`config.mk`:
```
export PLATFORM = sky130hd
export DESIGN_NAME = div_issue_ctrl_flat
export DESIGN_NICKNAME = d
export VERILOG_FILES = /design/src/rtl/div_issue_ctrl_if.sv /design/src/rtl/div_issue_ctrl.sv /design/src/flat_wrapper.sv
export SDC_FILE = /design/constraint.sdc
export NUM_CORES = 1
export LEC_CHECK = 0
export CORE_UTILIZATION = 34
export CTS_BUF_LIST = sky130_fd_sc_hd__clkbuf_8 sky130_fd_sc_hd__clkbuf_16
export DETAILED_ROUTE_END_ITERATION = 7
export PLACE_DENSITY = 0.64
export SLEW_MARGIN = 20
export SYNTH_ARGS = -nofsm -noshare
export SYNTH_HDL_FRONTEND = slang
export SYNTH_SLANG_ARGS = --single-unit
```
`constraint.sdc`:
```
create_clock -name clk_i -period 3.06 [get_ports clk_i]
set_input_delay 0.612 -clock clk_i [delete_from_list [all_inputs] [get_ports clk_i]]
set_output_delay 0.612 -clock clk_i [all_outputs]
set_load 0.01 [all_outputs]
```
`src/rtl/div_issue_ctrl_if.sv`:
```
// rtl/div_issue_ctrl_if.sv - Request, divider and result handshakes around div_issue_ctrl
interface div_issue_ctrl_if #(parameter int N_BITS = 32);
   logic              op_valid_i;
   logic              op_ready_o;
   logic [N_BITS-1:0] op_a_i;
   logic [N_BITS-1:0] op_b_i;
   logic              op_rem_i;
   logic [N_BITS-1:0] div_a_o;
   logic [N_BITS-1:0] div_b_o;
   logic              div_en_o;
   logic              div_ready_o;
   logic [N_BITS-1:0] div_q_i;
   logic [N_BITS-1:0] div_r_i;
   logic              div_valid_i;
   logic              res_valid_o;
   logic              res_ready_i;
   logic [N_BITS-1:0] res_data_o;
   logic              res_dbz_o;
   logic              err_o;

   // master: the controller; slave: PE datapath, divider and result consumer
   modport master (
      input  op_valid_i, op_a_i, op_b_i, op_rem_i, div_q_i, div_r_i, div_valid_i, res_ready_i,
      output op_ready_o, div_a_o, div_b_o, div_en_o, div_ready_o, res_valid_o, res_data_o,
             res_dbz_o, err_o
   );
   modport slave (
      output op_valid_i, op_a_i, op_b_i, op_rem_i, div_q_i, div_r_i, div_valid_i, res_ready_i,
      input  op_ready_o, div_a_o, div_b_o, div_en_o, div_ready_o, res_valid_o, res_data_o,
             res_dbz_o, err_o
   );
endinterface

```
`src/rtl/div_issue_ctrl.sv`:
```
// rtl/div_issue_ctrl.sv - Credit-bounded issue/collect controller for a pipelined divider
// Optional macro DIV_DBZ_OVERRIDE_EN: divide-by-zero results replaced by -1 / dividend.
module div_issue_ctrl #(
   parameter int N_BITS = 32,
   parameter int DEPTH  = 4
) (
   input logic              clk_i,
   input logic              rst_i,
   div_issue_ctrl_if.master bus
);
   localparam int AW = $clog2(DEPTH);
   localparam int CW = AW + 1;
`ifdef DIV_DBZ_OVERRIDE_EN
   localparam int TW = N_BITS + 2;
`else
   localparam int TW = 1;
`endif

   logic [CW-1:0]   used;
   logic [TW-1:0]   tag_mem [DEPTH];
   logic [AW-1:0]   tag_wr, tag_rd;
   logic [CW-1:0]   tag_cnt;
   logic [N_BITS:0] res_mem [DEPTH];
   logic [AW-1:0]   res_wr, res_rd;
   logic [CW-1:0]   res_cnt;
   logic [TW-1:0]   tag_in, tag_head;
   logic [N_BITS-1:0] sel_data;
   logic            sel_dbz;
   logic            accept, pop, tag_empty, tag_pop;

   assign bus.op_ready_o  = (used < CW'(DEPTH)) & ~rst_i;
   assign bus.div_ready_o = ~rst_i;
   assign accept    = bus.op_valid_i & bus.op_ready_o;
   assign pop       = bus.res_valid_o & bus.res_ready_i;
   assign tag_empty = (tag_cnt == '0);
   assign tag_pop   = bus.div_valid_i & ~tag_empty;
   assign tag_head  = tag_mem[tag_rd];

`ifdef DIV_DBZ_OVERRIDE_EN
   assign tag_in = {bus.op_rem_i, bus.op_b_i == '0, bus.op_a_i};
   always_comb begin
      sel_dbz = tag_head[N_BITS];
      if (sel_dbz)
         sel_data = tag_head[N_BITS+1] ? tag_head[N_BITS-1:0] : '1;
      else
         sel_data = tag_head[N_BITS+1] ? bus.div_r_i : bus.div_q_i;
   end
`else
   assign tag_in   = bus.op_rem_i;
   assign sel_dbz  = 1'b0;
   assign sel_data = tag_head[0] ? bus.div_r_i : bus.div_q_i;
`endif

   // Empty FIFO reads as zero so the result outputs show reset values
   assign bus.res_valid_o = (res_cnt != '0);
   assign bus.res_data_o  = bus.res_valid_o ? res_mem[res_rd][N_BITS-1:0] : '0;
   assign bus.res_dbz_o   = bus.res_valid_o & res_mem[res_rd][N_BITS];

   always_ff @(posedge clk_i or posedge rst_i) begin
      if (rst_i) begin
         used         <= '0;
         tag_wr       <= '0;
         tag_rd       <= '0;
         tag_cnt      <= '0;
         res_wr       <= '0;
         res_rd       <= '0;
         res_cnt      <= '0;
         bus.div_en_o <= 1'b0;
         bus.div_a_o  <= '0;
         bus.div_b_o  <= '0;
         bus.err_o    <= 1'b0;
      end else begin
         if (accept & ~pop)
            used <= used + CW'(1);
         else if (pop & ~accept)
            used <= used - CW'(1);
         if (accept)
            tag_wr <= tag_wr + AW'(1);
         if (tag_pop)
            tag_rd <= tag_rd + AW'(1);
         tag_cnt <= tag_cnt + CW'(accept) - CW'(tag_pop);
         if (tag_pop)
            res_wr <= res_wr + AW'(1);
         if (pop)
            res_rd <= res_rd + AW'(1);
         res_cnt <= res_cnt + CW'(tag_pop) - CW'(pop);
         bus.div_en_o <= accept;
         if (accept) begin
            bus.div_a_o <= bus.op_a_i;
            bus.div_b_o <= bus.op_b_i;
         end
         if (bus.div_valid_i & tag_empty)
            bus.err_o <= 1'b1;
      end
   end

   // Credits keep both FIFOs from overflowing, so no full checks are needed
   always_ff @(posedge clk_i) begin
      if (accept)
         tag_mem[tag_wr] <= tag_in;
      if (tag_pop)
         res_mem[res_wr] <= {sel_dbz, sel_data};
   end
endmodule
```
`src/flat_wrapper.sv`:
```
// flat-port wrapper written by rule: the top's interface ports become plain ports
module div_issue_ctrl_flat 
#(
   parameter int N_BITS = 32,
   parameter int DEPTH  = 4
)
  (clk_i, rst_i, bus_op_valid_i, bus_op_a_i, bus_op_b_i, bus_op_rem_i, bus_div_q_i, bus_div_r_i, bus_div_valid_i, bus_res_ready_i, bus_op_ready_o, bus_div_a_o, bus_div_b_o, bus_div_en_o, bus_div_ready_o, bus_res_valid_o, bus_res_data_o, bus_res_dbz_o, bus_err_o);
  div_issue_ctrl_if #(.N_BITS(N_BITS)) bus_i ();
  input logic clk_i;
  input logic rst_i;
  input wire logic [$bits(bus_i.op_valid_i)-1:0] bus_op_valid_i;
  input wire logic [$bits(bus_i.op_a_i)-1:0] bus_op_a_i;
  input wire logic [$bits(bus_i.op_b_i)-1:0] bus_op_b_i;
  input wire logic [$bits(bus_i.op_rem_i)-1:0] bus_op_rem_i;
  input wire logic [$bits(bus_i.div_q_i)-1:0] bus_div_q_i;
  input wire logic [$bits(bus_i.div_r_i)-1:0] bus_div_r_i;
  input wire logic [$bits(bus_i.div_valid_i)-1:0] bus_div_valid_i;
  input wire logic [$bits(bus_i.res_ready_i)-1:0] bus_res_ready_i;
  output wire logic [$bits(bus_i.op_ready_o)-1:0] bus_op_ready_o;
  output wire logic [$bits(bus_i.div_a_o)-1:0] bus_div_a_o;
  output wire logic [$bits(bus_i.div_b_o)-1:0] bus_div_b_o;
  output wire logic [$bits(bus_i.div_en_o)-1:0] bus_div_en_o;
  output wire logic [$bits(bus_i.div_ready_o)-1:0] bus_div_ready_o;
  output wire logic [$bits(bus_i.res_valid_o)-1:0] bus_res_valid_o;
  output wire logic [$bits(bus_i.res_data_o)-1:0] bus_res_data_o;
  output wire logic [$bits(bus_i.res_dbz_o)-1:0] bus_res_dbz_o;
  output wire logic [$bits(bus_i.err_o)-1:0] bus_err_o;
  assign bus_i.op_valid_i = bus_op_valid_i;
  assign bus_i.op_a_i = bus_op_a_i;
  assign bus_i.op_b_i = bus_op_b_i;
  assign bus_i.op_rem_i = bus_op_rem_i;
  assign bus_i.div_q_i = bus_div_q_i;
  assign bus_i.div_r_i = bus_div_r_i;
  assign bus_i.div_valid_i = bus_div_valid_i;
  assign bus_i.res_ready_i = bus_res_ready_i;
  assign bus_op_ready_o = bus_i.op_ready_o;
  assign bus_div_a_o = bus_i.div_a_o;
  assign bus_div_b_o = bus_i.div_b_o;
  assign bus_div_en_o = bus_i.div_en_o;
  assign bus_div_ready_o = bus_i.div_ready_o;
  assign bus_res_valid_o = bus_i.res_valid_o;
  assign bus_res_data_o = bus_i.res_data_o;
  assign bus_res_dbz_o = bus_i.res_dbz_o;
  assign bus_err_o = bus_i.err_o;
  div_issue_ctrl #(.N_BITS(N_BITS), .DEPTH(DEPTH)) u_core (.clk_i(clk_i), .rst_i(rst_i), .bus(bus_i));
endmodule
```
---- Yosys cells after proc, flatten, opt, wreduce, memory -nomap -nowiden ----
Memories as Yosys holds them, arrays and structs flattened.
Index checks and enable logic that the tools add are counted.
W data, S select, Z words.
word-level totals
  register bits ........................... 83
  memory bits (writable) .................. 132
  bits of input ports ..................... 134
  word-level logic and storage cells ...... 47
  memories ................................ 2
operators by class
  $add $sub $neg .......................... 10
  order comparisons ....................... 1
  muxes and demuxes ....................... 8
  bitwise gates (word level) .............. 12
  reduce and logical (&&, ||, !) cells .... 3
memory list
  memory          words  width  read ports  clocked after memory_dff  write ports  RTL line              text
  u_core.res_mem  4      32     1           0                         1            div_issue_ctrl.sv:23  logic [N_BITS:0] res_mem [DEPTH];
  u_core.tag_mem  4      1      1           0                         1            div_issue_ctrl.sv:20  logic [TW-1:0] tag_mem [DEPTH];
operators by type and width
  operator               number
  $mux W32               2
  $add A2 B1 Y2 const B  4
  $and A1 B1 Y1          7
  $add A3 B1 Y3          2
  $mux W3                2
  $sub A3 B1 Y3          2
  $mux W1                4
  $not A1 Y1             4
  $add A3 B1 Y3 const B  1
  $logic_not A3 Y1       1
  $lt A3 B3 Y1 const B   1
  $reduce_bool A3 Y1     1
  $sub A3 B1 Y3 const B  1
  $reduce_bool A2 Y1     1
  $and A1 B1 Y1 const B  1

---- Depth between registers and ports, before layout ----
  word-level depth ........................ 7
  gate-level depth with buffers ........... 11

---- Least setup slack after synthesis ----
Ideal clock, no wire load.
  path type ............................... in2out
  start ................................... in rst_i
  end ..................................... out bus_div_ready_o
  arrival ................................. 2.381 ns
  slack ................................... 0.067 ns
  stages on the path ...................... 1
  path buffers ............................ 0
  path through ............................ inv_1
on the way
  cells in the longest elaborated chain, start to end .. 1
RTL lines
  element          RTL line              text
  start, declared  flat_wrapper.sv:10    input logic rst_i;
  $not A1 Y1       div_issue_ctrl.sv:32  assign bus.div_ready_o = ~rst_i;
  end, declared    flat_wrapper.sv:23    output wire logic [$bits(bus_i.div_ready_o)-1:0] bus_div_ready_o;
Every way passes these cells.

---- Worst setup path in the final report ----
  start ................................... reg u_core.res_rd[0]
  end ..................................... out bus_res_data_o[22]
on the way
  cells in the longest elaborated chain, start to end .. 2
RTL lines
  element                 RTL line              text
  start, declared         div_issue_ctrl.sv:24  logic [AW-1:0] res_wr, res_rd;
  start signal, assigned  div_issue_ctrl.sv:85  res_rd <= res_rd + AW'(1);
  $mem_v2 Z4 W32          n/a
  $mux W32                div_issue_ctrl.sv:56  assign bus.res_data_o = bus.res_valid_o ? res_mem[res_rd][N_BITS-1:0] : '0;
  end, declared           flat_wrapper.sv:25    output wire logic [$bits(bus_i.res_data_o)-1:0] bus_res_data_o;
Every way passes these cells.

==> impl_metrics.ini <==
[clock_tree]
clock_sinks = 215
tritoncts = done
htree_levels = 1
cts-root-buf = clkbuf_16
clk_pin_slew_worst_paths_ns = 0.06
numCtsBuffers = 23
clock_latency_ns = 0.50
cts_buffer_depth = 3

[floorplan]
initial_core_util = 0.351
core_area_sq_mm = 0.0254
die_width_um = 164
ios = 236
placementRows = 58
die_y_um = 164
dieArea_sq_mm = 0.0268

[sta]
drv_slew = 0
hold_viol_final = 0
finClkSkew_ns = 0.00771
slew_headroom = 0.558
fin_setup_tns_ns = 0
grt_setup_unrepaired = false
fin_crit_ns = 2.94
worst_pin_slew_ns = 0.663
final.period_utilization = 0.962
fmax_mhz = 340
finalSetupViolations = 0

[logic_synthesis]
synth_seq_area_share = 0.678
synth.avg_cell_area_sq_um = 19.0
ys_seq_elements = 215
synthDistinctLibCells = 30
yosysTopAreaCellShare = 0.445
synth_top_area_cell = edfxtp_1
yosysWarnings = 0
synth_area_leaders = edfxtp_1 45%, dfrtp_1 23%, mux2_2 8.1%, mux4_2 8.1%, mux2_4 5.2%
syn-num-nets = 616
syn_inst = 468
syn_area_sq_mm = 0.00890

[routing]
wl_per_cell_um = 18.1
met3_length_um = 2210
wl_met2_um = 9180
drtIter0Drc = 172
routed.top_layer = met4
routed_via_density = 4.67
route.detailed.drc = 0
drt-total-wl_um = 19200
met1_length_um = 7510
vias = 4962
ant_nets = 0
drtPass1Iterations = 4

[global_route]
first_global_vias = 5608
grt_usage = 0.144
grt_pass1_wl_um = 29700
grt_start_max_net_pins = 66
grt_overflow_total = 0
antenna_found_initial = 0

[finish]
drive_gt1_frac = 0.248
n_antenna_cell = 0
final_nets = 865
seqCellArea_sq_mm = 0.00604
multi_input_area_sq_mm = 0.00263
final_common_cell = clkdlybuf4s50_1
nFillCells = 2147
fin_util = 0.491
area_growth_pct = 39.9
mostFrequentLayoutCells = 234 x clkdlybuf4s50_1, 132 x edfxtp_1, 81 x dfrtp_1, 64 x mux2_2

[power]
vdd_drop_max_uv = 615
cellPowerDensity_mw_per_mm2 = 1030
p_leak_nw = 4.66
power_mw = 12.8

[hold_path]
hold_class = flip-flop to flip-flop
hold_depth = 1

[worst_setup_path]
crit_required_ns = 2.45
crit_chain = buf_12 > mux4_2 > and2_1 > clkdlybuf4s50_1
cp.arrival_ns = 2.33
critPathMaxStageDelay_ns = 0.52
crit_type = flip-flop to output port
startpoint_type = flip-flop
cp_max_fo = 16
end_kind = output port
reg2reg_depth = 8
critPathSlowestCell = mux4_2

[place]
port_buffers = 234
globalplace.congestion = 0.723
dp_hpwl_um = 12900

[run]
drv_cap = 0

[status]
outcome = finished, final reports clean
critical path, delay by kind of cell, from the launching register on:
| kind | cells | cell delay [ns] |
|---|---|---|
| flip-flops | 1 | 0.43 |
| buffers and inverters | 2 | 0.69 |
| multiplexers | 1 | 0.52 |
| AND/OR/NAND/NOR | 1 | 0.19 |
cells by family after synthesis:
kind of cell | Yosys count | synth area share
flip-flops | 215 | 0.678
multiplexers | 133 | 0.221
AND/OR/NAND/NOR | 51 | 0.0341
buffers and inverters | 36 | 0.0267
adder cells (fa/ha/maj) | 14 | 0.0222
XOR/XNOR | 14 | 0.0138
AO/OA/AOI/OAI | 4 | 0.00295
other | 1 | 0.000421
Yosys cell counts (all sizes together):
master and instances:
buf 18, inv 11, o21ai 2, nor3 1
nand2 4, mux2 99, conb 1, nand3 1
mux2i 2, nor2 2, nand2b 1, xor2 3
clkbuf 7, o31a 1, xnor2 11, or3 1
fa 3, dfrtp 83, ha 11, mux4 32
edfxtp 132, and3 4, and2 37, a21o 1
layout make-up:
type / count / share of cell area
inverter: 11 / 0.00341
tap: 330 / 0.0331
clock buffer: 25 / 0.0484
sequential: 215 / 0.485
multi-input combinational: 217 / 0.211
clock inverter: 16 / 0.0139
timing repair buffer: 249 / 0.205
metal layers:
layer / track usage / vias to the layer above
met5: 0 / -
met4: 0.0345 / 0
met3: 0.0621 / 28
met2: 0.245 / 212
met1: 0.167 / 2481
li1: - / 2241
registers in the layout (all words and copies together) (netlist names):
signal / cells
u_core.bus.div_a_o: 32
u_core.bus.div_b_o: 32
u_core.bus.div_en_o: 1
u_core.bus.err_o: 1
u_core.res_cnt: 3
u_core.res_mem: 128
u_core.res_rd: 2
u_core.res_wr: 2
u_core.tag_cnt: 3
u_core.tag_mem: 4
u_core.tag_rd: 2
u_core.tag_wr: 2
u_core.used: 3
power breakdown:
| part | switching, mW | total, mW | internal, mW |
|---|---|---|---|
| sequential | 0.464 | 4.71 | 4.24 |
| combinational | 2.15 | 5.25 | 3.10 |
| clock | 1.09 | 2.83 | 1.74 |
| total | 3.70 | 12.8 | 9.09 |
metrics by stage:
stage	hold WS (ns)	instances	instance area, sq um	worst slack, ns
after floorplan	0.462	468	8900	0.0675
after global placement	0.442	1020	11700	0.398
after detailed placement	0.469	1020	11700	0.313
after CTS	0.488	1063	12500	0.0661
after global routing	0.498	1063	12500	0.0316
final	0.480	1063	12500	0.116
repair_timing:
action                                  CTS  global route
endpoints found under the setup margin   21             0
resized for setup                         0             0
hold buffers                              0             0
buffers inserted                          2             0
final timing paths:
| path | from | end | slack, ns |
|---|---|---|---|
| worst max-delay path | u_core.res_rd[0]$_DFFE_PP0P_ | bus_res_data_o[22] | 0.12 |
| worst min-delay path | u_core.bus.err_o$_DFFE_PP0P_ | u_core.bus.err_o$_DFFE_PP0P_ | 0.48 |
| worst max register to register | u_core.res_cnt[1]$_DFF_PP0_ | u_core.res_cnt[2]$_DFF_PP0_ | 0.74 |
| worst min register to register | u_core.bus.err_o$_DFFE_PP0P_ | u_core.bus.err_o$_DFFE_PP0P_ | 0.48 |
| max in group asynchronous | rst_i | u_core.bus.div_a_o[8]$_DFFE_PP0P_ | 1.43 |
| min in group asynchronous | rst_i | u_core.bus.div_b_o[29]$_DFFE_PP0P_ | 0.62 |
No activity file was read; power rests on OpenSTA's default activity.
